## src/rtl/branch_update_queue.sv

```systemverilog
`default_nettype none
// ============================================================================
// Module   : branch_update_queue
// Brief    : In-order queue of predicted branches; resolves the head entry,
//            issues a registered PHT update and flags mispredictions.
// Revision : 1.0
// ============================================================================
module branch_update_queue #(
    parameter int NUM_ENTRIES = 4
) (
    input  logic                               clk,
    input  logic                               reset,
    input  logic                               pred_val,
    output logic                               pred_rdy,
    input  logic [31:0]                        pred_pc,
    input  logic                               pred_taken,
    input  logic                               resolve_val,
    output logic                               resolve_rdy,
    input  logic                               resolve_taken,
    input  logic                               squash,
    output logic                               mispredict,
    output logic                               upd_val,
    output logic [31:0]                        upd_pc,
    output logic                               upd_taken,
    output logic [$clog2(NUM_ENTRIES+1)-1:0]   count,
    output logic [31:0]                        num_mispred
);

    localparam int c_PTR_W = $clog2(NUM_ENTRIES);
    localparam int c_CNT_W = $clog2(NUM_ENTRIES + 1);
    localparam logic [c_CNT_W-1:0] c_FULL    = c_CNT_W'(NUM_ENTRIES);
    localparam logic [c_CNT_W-1:0] c_CNT_ONE = c_CNT_W'(1);
    localparam logic [c_PTR_W-1:0] c_PTR_ONE = c_PTR_W'(1);

    logic [31:0]        r_pc_mem    [NUM_ENTRIES];
    logic               r_taken_mem [NUM_ENTRIES];
    logic [c_PTR_W-1:0] r_head;
    logic [c_PTR_W-1:0] r_tail;
    logic [c_CNT_W-1:0] r_count;
    logic               r_upd_val;
    logic [31:0]        r_upd_pc;
    logic               r_upd_taken;
    logic [31:0]        r_num_mispred;

    logic               w_enq_fire;
    logic               w_deq_fire;
    logic               w_mispredict;
    logic [c_PTR_W-1:0] w_head_adv;
    logic [c_CNT_W-1:0] w_count_next;

    assign pred_rdy     = (r_count != c_FULL);
    assign resolve_rdy  = (r_count != '0);
    assign w_enq_fire   = pred_val && pred_rdy;
    assign w_deq_fire   = resolve_val && resolve_rdy;
    assign w_mispredict = w_deq_fire && (resolve_taken != r_taken_mem[r_head]);
    assign w_head_adv   = w_deq_fire ? (r_head + c_PTR_ONE) : r_head;

    always_comb begin
        w_count_next = r_count;
        case ({w_enq_fire, w_deq_fire})
            2'b10:   w_count_next = r_count + c_CNT_ONE;
            2'b01:   w_count_next = r_count - c_CNT_ONE;
            default: w_count_next = r_count;
        endcase
    end

    // Entry payload needs no reset; validity is tracked by head/tail/count.
    always_ff @(posedge clk) begin
        if (w_enq_fire && !squash) begin
            r_pc_mem[r_tail]    <= pred_pc;
            r_taken_mem[r_tail] <= pred_taken;
        end
    end

    always_ff @(posedge clk) begin
        if (reset) begin
            r_head  <= '0;
            r_tail  <= '0;
            r_count <= '0;
        end else begin
            r_head <= w_head_adv;
            // Squash lets a same-cycle resolve complete, then empties the queue.
            if (squash) begin
                r_tail  <= w_head_adv;
                r_count <= '0;
            end else begin
                if (w_enq_fire) begin
                    r_tail <= r_tail + c_PTR_ONE;
                end
                r_count <= w_count_next;
            end
        end
    end

    always_ff @(posedge clk) begin
        if (reset) begin
            r_upd_val     <= 1'b0;
            r_upd_pc      <= '0;
            r_upd_taken   <= 1'b0;
            r_num_mispred <= '0;
        end else begin
            r_upd_val <= w_deq_fire;
            if (w_deq_fire) begin
                r_upd_pc    <= r_pc_mem[r_head];
                r_upd_taken <= resolve_taken;
            end
            if (w_mispredict) begin
                r_num_mispred <= r_num_mispred + 32'd1;
            end
        end
    end

    assign mispredict  = w_mispredict;
    assign upd_val     = r_upd_val;
    assign upd_pc      = r_upd_pc;
    assign upd_taken   = r_upd_taken;
    assign count       = r_count;
    assign num_mispred = r_num_mispred;

endmodule
`default_nettype wire
```

## config.mk

```make
export PLATFORM = sky130hd
export DESIGN_NAME = branch_update_queue
export DESIGN_NICKNAME = d
export VERILOG_FILES = /design/src/rtl/branch_update_queue.sv
export SDC_FILE = /design/constraint.sdc
export NUM_CORES = 1
export LEC_CHECK = 0
export CORE_ASPECT_RATIO = 0.9
export CORE_MARGIN = 2
export CORE_UTILIZATION = 49
export CTS_CLUSTER_SIZE = 25
export DETAILED_ROUTE_END_ITERATION = 8
export GPL_ROUTABILITY_DRIVEN = 0
export GPL_TIMING_DRIVEN = 0
export PLACE_DENSITY = 0.82
export SLEW_MARGIN = 20
export SYNTH_ARGS = -nofsm -noshare
export SYNTH_HDL_FRONTEND = slang
export SYNTH_SLANG_ARGS = --single-unit
```

## constraint.sdc

```tcl
create_clock -name clk -period 2.32 [get_ports clk]
set_input_delay 0.464 -clock clk [delete_from_list [all_inputs] [get_ports clk]]
set_output_delay 0.464 -clock clk [all_outputs]
set_load 0.01 [all_outputs]
```

# Word level (Yosys, flattened, before mapping)
# Memory sizes are Yosys's and may differ from the RTL's. A register that Yosys moved wholly into a read port is not among the register bits.
# Cells that the tools add are included.
word_totals:
  register_bits: 41
  ramBits: 132
  output_inout_bits: 72
  wordCells: 33
  n_memories: 2
op_classes:
  addsub: 5
  eq_ne: 4
  n_mux: 7
  n_reduce_logical: 9
memory_table:
  columns: ["memory", "depth", "width", "read_ports", "rd_clocked_by_memory_dff", "write_ports", "line", "rtl"]
  rows:
  - ["r_pc_mem", 4, 32, 1, 1, 1, "35", "logic [31:0] r_pc_mem [NUM_ENTRIES];"]
  - ["r_taken_mem", 4, 1, 1, 1, 1, "36", "logic r_taken_mem [NUM_ENTRIES];"]
ops:
  columns: ["op", "count"]
  rows:
  - ["$add A32 B1 Y32 const B", 1]
  - ["$mux W2", 4]
  - ["$pmux W3 S2", 1]
  - ["$add A2 B1 Y2 const B", 2]
  - ["$logic_and A1 B1 Y1", 4]
  - ["$reduce_bool A2 Y1", 2]
  - ["$add A3 B1 Y3 const B", 1]
  - ["$ne A3 B3 Y1 const B", 1]
  - ["$reduce_bool A3 Y1", 1]
  - ["$sub A3 B1 Y3 const B", 1]
  - ["$eq A2 B1 Y1 const B", 1]
  - ["$eq A2 B2 Y1 const B", 1]
  - ["$mux W1", 2]
  - ["$reduce_or A2 Y1", 1]
  - ["$logic_not A1 Y1", 1]
  - ["$ne A1 B1 Y1", 1]

# Logic depth before layout (Yosys ltp)
# Gate-level depths: netlist of the first run.
depth:
  depth_word: 5
  mapped_depth: 11

# Least setup slack after synthesis of the first run
# No wires, ideal clock.
synth_path:
  path_type: "flip-flop to flip-flop"
  startpoint: "register r_count[0] (netlist: count[0])"
  endpoint: "register r_count[2] (netlist: count[2])"
  setup_time_ns: 0.130
  arrival_time_ns: 2.293
  required_time_ns: 2.190
  setup_slack_ns: -0.103
  path_stages_with_launch: 12
  path_buffers: 2
  cell_sequence: "dfxtp_1 -> o31ai_1 -> inv_1 -> clkbuf_1 -> buf_1 -> ha_1 -> inv_1 -> fa_1 -> xor2_1 -> nor2_1 -> xnor2_1 -> nor3_1"
synth_between:
  elab_chain_len: 4
  word_cells_on_any_way: 10
  cone_classes: "2 x add/sub; 3 x eq/ne; 1 x mux; 4 x reduce/logical"
synth_lines:
  columns: ["element", "line", "rtl"]
  rows:
  - ["start: declaration", "39", "logic [c_CNT_W-1:0] r_count;"]
  - ["start signal: assignment", "90", "r_count <= w_count_next;"]
  - ["$reduce_bool A3 Y1 (*)", "52", "assign resolve_rdy = (r_count != '0);"]
  - ["$logic_and A1 B1 Y1 (*)", "54", "assign w_deq_fire = resolve_val && resolve_rdy;"]
  - ["net w_deq_fire", "46", "logic w_deq_fire;"]
  - ["$eq A2 B1 Y1 / $eq A2 B2 Y1 (equally long branches)", "60", "case ({w_enq_fire, w_deq_fire})"]
  - ["$pmux W3 S2 / $reduce_bool A2 Y1 (equally long branches)", null, null]
# Mark *: on every way through the listed nets, which the timed path passes. The rest lies on a longest branch.
# A chain may end at the register's enable or synchronous reset.

==> impl_metrics.tcl, run 1 <==
set metrics [dict create \
    n_fill_cell 1091 \
    arrival_ns 1.94 \
    yosysWarnings 0 \
    setup_ws_ns -0.08832 \
    seqCellArea_um2 5433 \
    ant_nets 0 \
    power_leakage_nw 3.217 \
    slew_headroom 0.3984 \
    cts.sinks 205 \
    initial_utilization 0.5044 \
    skew_ns 0.02414 \
    drv_slew 0 \
    fp.dieW_um 137.1 \
    ios 111 \
    vdd_drop_max_v 0.0005641 \
    crit_family "multiplexers" \
    gr-total-overflow 0 \
    critPathSlowestCell "mux4_2" \
    syn_inst 544 \
    die_area_um2 16980 \
    worst_pin_slew_ns 0.9025 \
    drtPass1Iterations 6 \
    grtUsageMet3 0.03744 \
    path_max_fanout 2 \
    rows 43 \
    io_buffers 108 \
    cts_hold_buf 0 \
    max_stage_delay_ns 0.56 \
    yosysTopAreaCellShare 0.5071 \
    yosysTopAreaCell "edfxtp_1" \
    finalNonFillerCells 900 \
    vias 5018 \
    top_usage_layer "met2" \
    crit_type "register to output port" \
    path_cells "mux4_2 -> xnor2_4 -> clkbuf_8 -> nor2_4 -> buf_6" \
    vias_per_cell 5.576 \
    worstPathRequired_ns 1.86 \
    drive_above_1_share 0.1418 \
    crit_buf_inv 2 \
    powerDensity_nw_per_um2 800.8 \
    grt_pass1_wl_mm 26.52 \
    dp_cells 858 \
    die_h_um 123.8 \
    synth_area_um2 7816 \
    syn-num-nets 590 \
    area_growth_pct 29.66 \
    fmax_mhz 415.2 \
    outcome "finished, violations left" \
    root_buffer "clkbuf_16" \
    avgSynthCellArea_um2 14.37 \
    critical_path.endpoint_type "output port" \
    grtUsageTotal 0.2050 \
    coreArea_um2 15490 \
    cts.path.max_buffers 3 \
    cts_tree "built" \
    synth_area_leaders "edfxtp_1 51%, dfxtp_1 19%, mux4_2 9.5%" \
    synthDistinctLibCells 35 \
    clk_pin_slew_worst_paths_ns 0.06 \
    finalHoldViolations 0 \
    grt_pass1_vias 5101 \
    rsz0062_at_grt "true" \
    violations "negative setup slack" \
    synth-seq-area-share 0.6941 \
    setup_viol 2 \
    first_iter_violations 448 \
    hp-class "input port to register" \
    layout_commonest_cell "edfxtp_1" \
    antenna_found_initial 0 \
    min_period_over_period 1.038 \
    maxCapViolCount 0 \
    wire_per_inst_um 19.11 \
    num-nets-final 729 \
    ys_ff_latch 205 \
    met2_usage 0.3570 \
    diodes 0 \
    timing.final.crit_period_ns 2.408 \
    cts_buffers 22 \
    multiInputGateArea_um2 2317 \
    dp_hpwl_mm 11.30 \
    final_cell_mix "132 x edfxtp_1, 106 x clkdlybuf4s50_1, 76 x nand2_1" \
    grt_max_degree 26 \
    met1_usage 0.2662 \
    cts_max_level 1 \
    fin_hold_ws_ns 0.2598 \
    drt-total-wl_mm 17.20 \
    insertion_delay_ns 0.52 \
    cp-start-kind "register" \
    drc 0 \
]
## metrics by stage
stage,utilization,total power [mW],setup slack [ns],TNS [ns],area [µm²]
2_1_floorplan,-,4.323,0.08290,0,7819
3_3_place_gp,0.5907,4.529,-0.7625,-103.97,9153
3_5_place_dp,0.5962,4.563,-0.8693,-6.344,9238
4_1_cts,0.6527,8.179,-0.2007,-0.5618,10110
5_1_grt,0.6541,8.369,-0.1402,-0.2564,10130
6_report,0.6541,8.115,-0.08832,-0.1046,10130
## final cells by class
class | instances | area share
sequential | 205 | 0.5361
multi-input combinational | 301 | 0.2286
timing repair buffer | 119 | 0.1201
clock buffer | 35 | 0.06309
tap | 202 | 0.02494
buffer | 26 | 0.01235
clock inverter | 4 | 0.01185
inverter | 8 | 0.002963
## routing by layer
metal / up-vias / part of all wire
met1: 2512 / 0.40
met2: 190 / 0.50
li1: 2284 / -
met3: 32 / 0.070
met5: - / 0
met4: 0 / 0.021
## synth_stat cells
cell type and instances:
xnor2_1 18, nor4b_1 5, xor2_2 1, xor2_1 9
a211oi_1 1, xnor2_2 1, o21ai_0 8, clkbuf_1 16
and2_1 4, mux2i_1 1, and3_1 2, nand4_1 9
nor4_1 5, a21oi_1 45, o31ai_1 4, nor2_1 29
buf_1 10, a21o_1 1, dfxtp_1 73, clkbuf_2 1
fa_1 1, or4_1 3, mux4_2 33, ha_1 6
buf_6 1, buf_2 2, inv_1 8, edfxtp_1 132
nor3b_1 1, or3_1 10, nor3_1 9, nand3_1 14
or3b_2 1, and4_1 3, nand2_1 77
## final timing paths
path                                from                      to  slack, ns  cells after the start
setup / recovery    r_head[0]$_SDFF_PP0_              mispredict      -0.09                      5
hold / removal                    squash   count[1]$_SDFFE_PP0P_       0.26                      2
setup reg to reg   count[2]$_SDFFE_PP0P_   count[2]$_SDFFE_PP0P_      -0.02                      9
hold reg to reg   upd_pc[2]$_SDFFE_PP0P_  upd_pc[2]$_SDFFE_PP0P_       0.45                      2
## state kept, by name, summed over array words and instances (netlist names)
name and flops:
r_taken_mem 4, upd_val 1, count 3, upd_taken 1
upd_pc 32, num_mispred 32, r_tail 2, r_head 2
r_pc_mem 128
## power by group
| group | internal, mW | switching (mW) |
|---|---|---|
| Combinational | 0.256 | 0.265 |
| Sequential | 3.97 | 0.0367 |
| Clock | 2.23 | 1.36 |
| Total | 6.45 | 1.66 |
## cells by family (layout without fill, tap and decap cells)
family | after synthesis | in the layout | share of synthesized area
XOR/XNOR | 29 | 29 | 0.03442
buffers and inverters | 38 | 192 | 0.01969
adder cells (fa/ha/maj) | 7 | 7 | 0.01217
flip-flops | 205 | 205 | 0.6941
multiplexers | 34 | 34 | 0.09637
AO/OA/AOI/OAI | 59 | 59 | 0.03970
AND/OR/NAND/NOR | 172 | 172 | 0.1036
## timing repair
action / 4_1_cts / 5_1_grt
endpoints found under the setup margin: 12 / 31
setup buffers: 7 / 0
resized for setup: 19 / 16
pin swaps: 3 / 3
Power figures use the tool's default switching activity.
==> run 2: changes to the inputs <==
--- a/config.mk
+++ b/config.mk
@@ -8,6 +8,7 @@
 export CORE_ASPECT_RATIO = 0.9
 export CORE_MARGIN = 2
 export CORE_UTILIZATION = 49
+export CTS_CLUSTER_DIAMETER = 40
 export CTS_CLUSTER_SIZE = 25
 export DETAILED_ROUTE_END_ITERATION = 8
 export GPL_ROUTABILITY_DRIVEN = 0
==> impl_metrics.tcl, run 2 (synthesis gave the netlist of run 1 again) <==
set metrics [dict create \
    gr-total-overflow 0 \
    startpoint "r_head[0]$_SDFF_PP0_" \
    p_clk_frac 0.463 \
    die_h_um 123.8 \
    n_fill_cell 1056 \
    ios 111 \
    ant_nets 0 \
    initial_utilization 0.5044 \
    switching_power_mw 1.933 \
    worstPathRequired_ns 1.86 \
    grt_pass1_wl_mm 27.11 \
    vias 5095 \
    layout_commonest_cell "edfxtp_1" \
    grt_pass1_vias 5219 \
    rsz0062_at_grt "true" \
    combPwrFrac 0.062 \
    p_total_mw 8.426 \
    final_util 0.6608 \
    fmax_mhz 408.2 \
    placed_cell_area_um2 9238 \
    crit_type "register to output port" \
    drt-total-wl_mm 17.59 \
    power_leakage_nw 3.258 \
    setup_ws_ns -0.1300 \
    num-nets-final 732 \
    min_period_over_period 1.056 \
    cts_tree "built" \
    path_max_fanout 2 \
    outcome "finished, violations left" \
    grt_max_degree 26 \
    largest_reg_flops 128 \
    path_cells "mux4_2 -> xnor2_4 -> buf_8 -> nor2_4 -> buf_6" \
    drv_slew 0 \
    seqCellArea_um2 5433 \
    wire_per_inst_um 19.40 \
    arrival_ns 1.99 \
    cts.path.max_buffers 3 \
    first_iter_violations 416 \
    fp.dieW_um 137.1 \
    setup_viol 1 \
    finalHoldViolations 0 \
    swShare 0.2294 \
    vdd_drop_max_v 0.0006985 \
    hp-class "input port to register" \
    area_growth_pct 30.99 \
    coreArea_um2 15490 \
    cts_buffers 25 \
    critPathSlowestCell "mux4_2" \
    timing.final.crit_period_ns 2.450 \
    violations "negative setup slack" \
    io_buffers 108 \
    cp-start-kind "register" \
    clk_pin_slew_worst_paths_ns 0.06 \
    top_register "r_pc_mem" \
    p_seq_frac 0.475 \
    vias_per_cell 5.617 \
    cts.sinks 205 \
    drtPass1Iterations 5 \
    drive_above_1_share 0.1645 \
    rows 43 \
    root_buffer "clkbuf_16" \
    maxCapViolCount 0 \
    antenna_found_initial 0 \
    diodes 0 \
    crit_buf_inv 2 \
    powerDensity_nw_per_um2 823.0 \
    dp_hpwl_mm 11.30 \
    die_area_um2 16980 \
    grtUsageTotal 0.2083 \
    worst_pin_slew_ns 0.8481 \
    cts_max_level 1 \
    internal_power_mw 6.493 \
    multiInputGateArea_um2 2335 \
    max_stage_delay_ns 0.56 \
    critical_path.endpoint_type "output port" \
    skew_ns 0.01126 \
    drc 0 \
    fin_area_um2 10240 \
    slew_headroom 0.4346 \
    crit_family "multiplexers" \
    insertion_delay_ns 0.53 \
    crit-reg2reg-launch "count[2]$_SDFFE_PP0P_" \
    final_cell_mix "132 x edfxtp_1, 106 x clkdlybuf4s50_1, 76 x nand2_1" \
    hp-start "squash" \
]
==> run 2: what timing repair did <==
| action | in CTS | in global routing |
|---|---|---|
| endpoints found under the setup margin | 14 | 31 |
| cloned | 0 | 0 |
| hold buffers | 0 | 0 |
| setup buffers | 6 | 1 |
| pin swaps | 3 | 5 |
| resized for setup | 18 | 20 |
==> run 2: layout make-up <==
type                    count  share of cell area
well taps                 202             0.02469
multi-input cells         301              0.2280
plain buffers              26             0.01173
inverters                   8            0.002933
repair buffers            119              0.1189
flip-flops and latches    205              0.5306
clock inverters            20             0.02163
clock buffers              26             0.06147
==> run 2: power by group through the flow <==
| stage | sequential, mW | combinational, mW | clock (mW) |
|---|---|---|---|
| finish | 4.00 | 0.523 | 3.90 |
| floorplan | 4.08 | 0.241 | 0 |
| CTS | 4.00 | 0.524 | 3.96 |
| detailed placement | 4.08 | 0.486 | 0 |
| global route | 4.01 | 0.566 | 4.11 |
| global placement | 4.07 | 0.456 | 0 |
==> run 2: per-stage QoR <==
stage | setup TNS, ns | setup slack [ns] | cells | hold slack [ns]
CTS | -0.6422 | -0.2269 | 909 | 0.2352
global route | -0.2553 | -0.1579 | 907 | 0.2627
finish | -0.1300 | -0.1300 | 907 | 0.2328
global placement | -103.97 | -0.7625 | 854 | 0.4458
floorplan | 0 | 0.08290 | 544 | 0.4805
detailed placement | -6.344 | -0.8693 | 858 | 0.4485
==> run 2: worst paths after layout <==
kind         slack [ns]  cells past startpoint                     end
max               -0.13                      5              mispredict
min                0.23                      2   count[1]$_SDFFE_PP0P_
max reg2reg        0.02                      9   count[2]$_SDFFE_PP0P_
min reg2reg        0.45                      2  upd_pc[2]$_SDFFE_PP0P_
==> run 2: routing by layer <==
layer | vias to the layer above | global-route usage | part of all wire
li1 | 2307 | - | -
met1 | 2537 | 0.2736 | 0.40
met2 | 218 | 0.3548 | 0.51
met3 | 33 | 0.04029 | 0.074
met4 | 0 | 0.06314 | 0.020
met5 | - | 0 | 0
==> run 3: changes to the inputs <==
--- a/config.mk
+++ b/config.mk
@@ -14,6 +14,7 @@
 export GPL_ROUTABILITY_DRIVEN = 0
 export GPL_TIMING_DRIVEN = 0
 export PLACE_DENSITY = 0.82
+export REMOVE_ABC_BUFFERS = 1
 export SLEW_MARGIN = 20
 export SYNTH_ARGS = -nofsm -noshare
 export SYNTH_HDL_FRONTEND = slang
==> impl_metrics.tcl, run 3 (synthesis gave the netlist of run 1 again) <==
set metrics [dict create \
    critPathSlowestCell "mux4_2" \
    cts_hold_buf 0 \
    cp-start-kind "register" \
    fmax_mhz 428.1 \
    p_total_mw 8.347 \
    drive_above_1_share 0.1739 \
    r2r_slack_ns 0 \
    drtPass1Iterations 5 \
    topRoutingLayerUsed "met4" \
    grt_pass1_wl_mm 26.54 \
    r2r_cells 6 \
    cts.sinks 205 \
    multiInputGateArea_um2 2311 \
    setup_viol 2 \
    die_area_um2 16980 \
    vdd_drop_max_v 0.001171 \
    drv_slew 0 \
    die_h_um 123.8 \
    initial_utilization 0.5044 \
    cts_max_level 1 \
    fp.dieW_um 137.1 \
    powerDensity_nw_per_um2 810.5 \
    reg2reg_to "num_mispred[29]$_SDFFE_PP0P_" \
    maxCapViolCount 0 \
    diodes 0 \
    min_path_cells 2 \
    dp_hpwl_mm 10.58 \
    outcome "finished, violations left" \
    grtUsageTotal 0.2061 \
    layout_commonest_cell "edfxtp_1" \
    top_register "r_pc_mem" \
    ant_nets 0 \
    wl_met3_mm 1.340 \
    num-nets-final 718 \
    min_period_over_period 1.007 \
    finalHoldViolations 0 \
    power_leakage_nw 3.313 \
    n_fill_cell 1074 \
    gr-total-overflow 0 \
    crit_family "multiplexers" \
    worstPathRequired_ns 1.86 \
    cts_buffers 24 \
    area_growth_pct 31.76 \
    drt-total-wl_mm 17.27 \
    max_stage_delay_ns 0.57 \
    timing.final.crit_period_ns 2.336 \
    final_cell_mix "132 x edfxtp_1, 107 x clkdlybuf4s50_1, 76 x nand2_1" \
    violations "negative setup slack" \
    setup_ws_ns -0.01596 \
    root_buffer "clkbuf_16" \
    cts.path.max_buffers 3 \
    ios 111 \
    seqCellArea_um2 5436 \
    hp-start "reset" \
    rsz0062_at_grt "true" \
    arrival_ns 1.87 \
    slew_headroom 0.5636 \
    vias_per_cell 5.600 \
    io_buffers 110 \
    skew_ns 0.03118 \
    cts_tree "built" \
    crit_type "register to output port" \
    finalNonFillerCells 892 \
    met2WireLength_mm 8.664 \
    path_max_fanout 3 \
    crit-reg2reg-launch "r_head[0]$_SDFF_PP0_" \
    grt_pass1_vias 5001 \
    path_cells "mux4_2 -> xnor2_4 -> nor2_4 -> buf_6" \
    crit_buf_inv 1 \
    rows 43 \
    first_iter_violations 252 \
    worst_pin_slew_ns 0.6547 \
    antenna_found_initial 0 \
    critical_path.endpoint_type "output port" \
    coreArea_um2 15490 \
    wl_met1_mm 6.953 \
    clk_pin_slew_worst_paths_ns 0.06 \
    drc 0 \
    largest_reg_flops 128 \
    insertion_delay_ns 0.53 \
    vias 4995 \
    hp-class "input port to register" \
    dp_cells 836 \
    grt_max_degree 69 \
    wire_per_inst_um 19.36 \
    whs_endpoint "upd_pc[6]$_SDFFE_PP0P_" \
]
-- run 3: worst reg2reg max path, cell delays in order, from the launching register on --
cell and delay, ns:
dfxtp_4 0.36, mux4_2 0.57, xnor2_4 0.18, buf_6 0.18, or3_4 0.44, or3_1 0.37, a21oi_1 0.15
-- run 3: layout make-up --
type | count | share of cell area
multi-input combinational | 301 | 0.2244
sequential | 205 | 0.5279
inverter | 8 | 0.003402
clock inverter | 16 | 0.01628
timing repair buffer | 132 | 0.1395
clock buffer | 28 | 0.06403
tap | 202 | 0.02454
-- run 3: report_power, final --
part           switching (mW)  internal (mW)  leakage, nW  total (mW)
Sequential             0.0360           3.96         1.79        4.00
Combinational           0.264          0.279         1.11       0.543
Clock                    1.65           2.16        0.409        3.81
Total                    1.95           6.40         3.31        8.35
-- run 3: layer usage --
layer	global-route usage	up-vias
met1	0.2580	2475
met3	0.05413	29
met2	0.3582	201
met5	0	-
met4	0.05412	0
li1	-	2290
-- run 3: how the worst max path moves through the flow --
stage	start	endpoint	slack (ns)	cells after the start
3_3_place_gp	count[0]$_SDFFE_PP0P_	count[2]$_SDFFE_PP0P_	-6.88	9
5_1_grt	r_head[0]$_SDFF_PP0_	mispredict	-0.07	4
6_report	r_head[0]$_SDFF_PP0_	mispredict	-0.02	4
2_1_floorplan	count[0]$_SDFFE_PP0P_	count[1]$_SDFFE_PP0P_	-2.81	8
4_1_cts	r_head[0]$_SDFF_PP0_	mispredict	-0.16	5
3_5_place_dp	resolve_val	num_mispred[22]$_SDFFE_PP0P_	-0.88	8
-- run 3: stage by stage --
step / setup TNS [ns] / cell area, µm² / hold WS, ns / setup WS [ns] / util
final: -0.01772 / 10300 / 0.2023 / -0.01596 / 0.6646
after global routing: -0.2157 / 10300 / 0.1978 / -0.07455 / 0.6646
after CTS: -0.5380 / 10300 / 0.1891 / -0.1602 / 0.6646
after detailed placement: -21.53 / 9306 / 0.4510 / -0.8796 / 0.6006
after global placement: -507.34 / 9046 / 0.4433 / -6.879 / 0.5838
after floorplan: -134.04 / 7692 / 0.4745 / -2.807 / -
-- run 3: timing repair --
action                                  CTS  global route
gates resized for setup                  17             6
endpoints found under the setup margin   33            10
gates cloned                              1             0
setup buffers                            11             1
pin swaps                                 4             2
hold endpoints to repair                  0             0
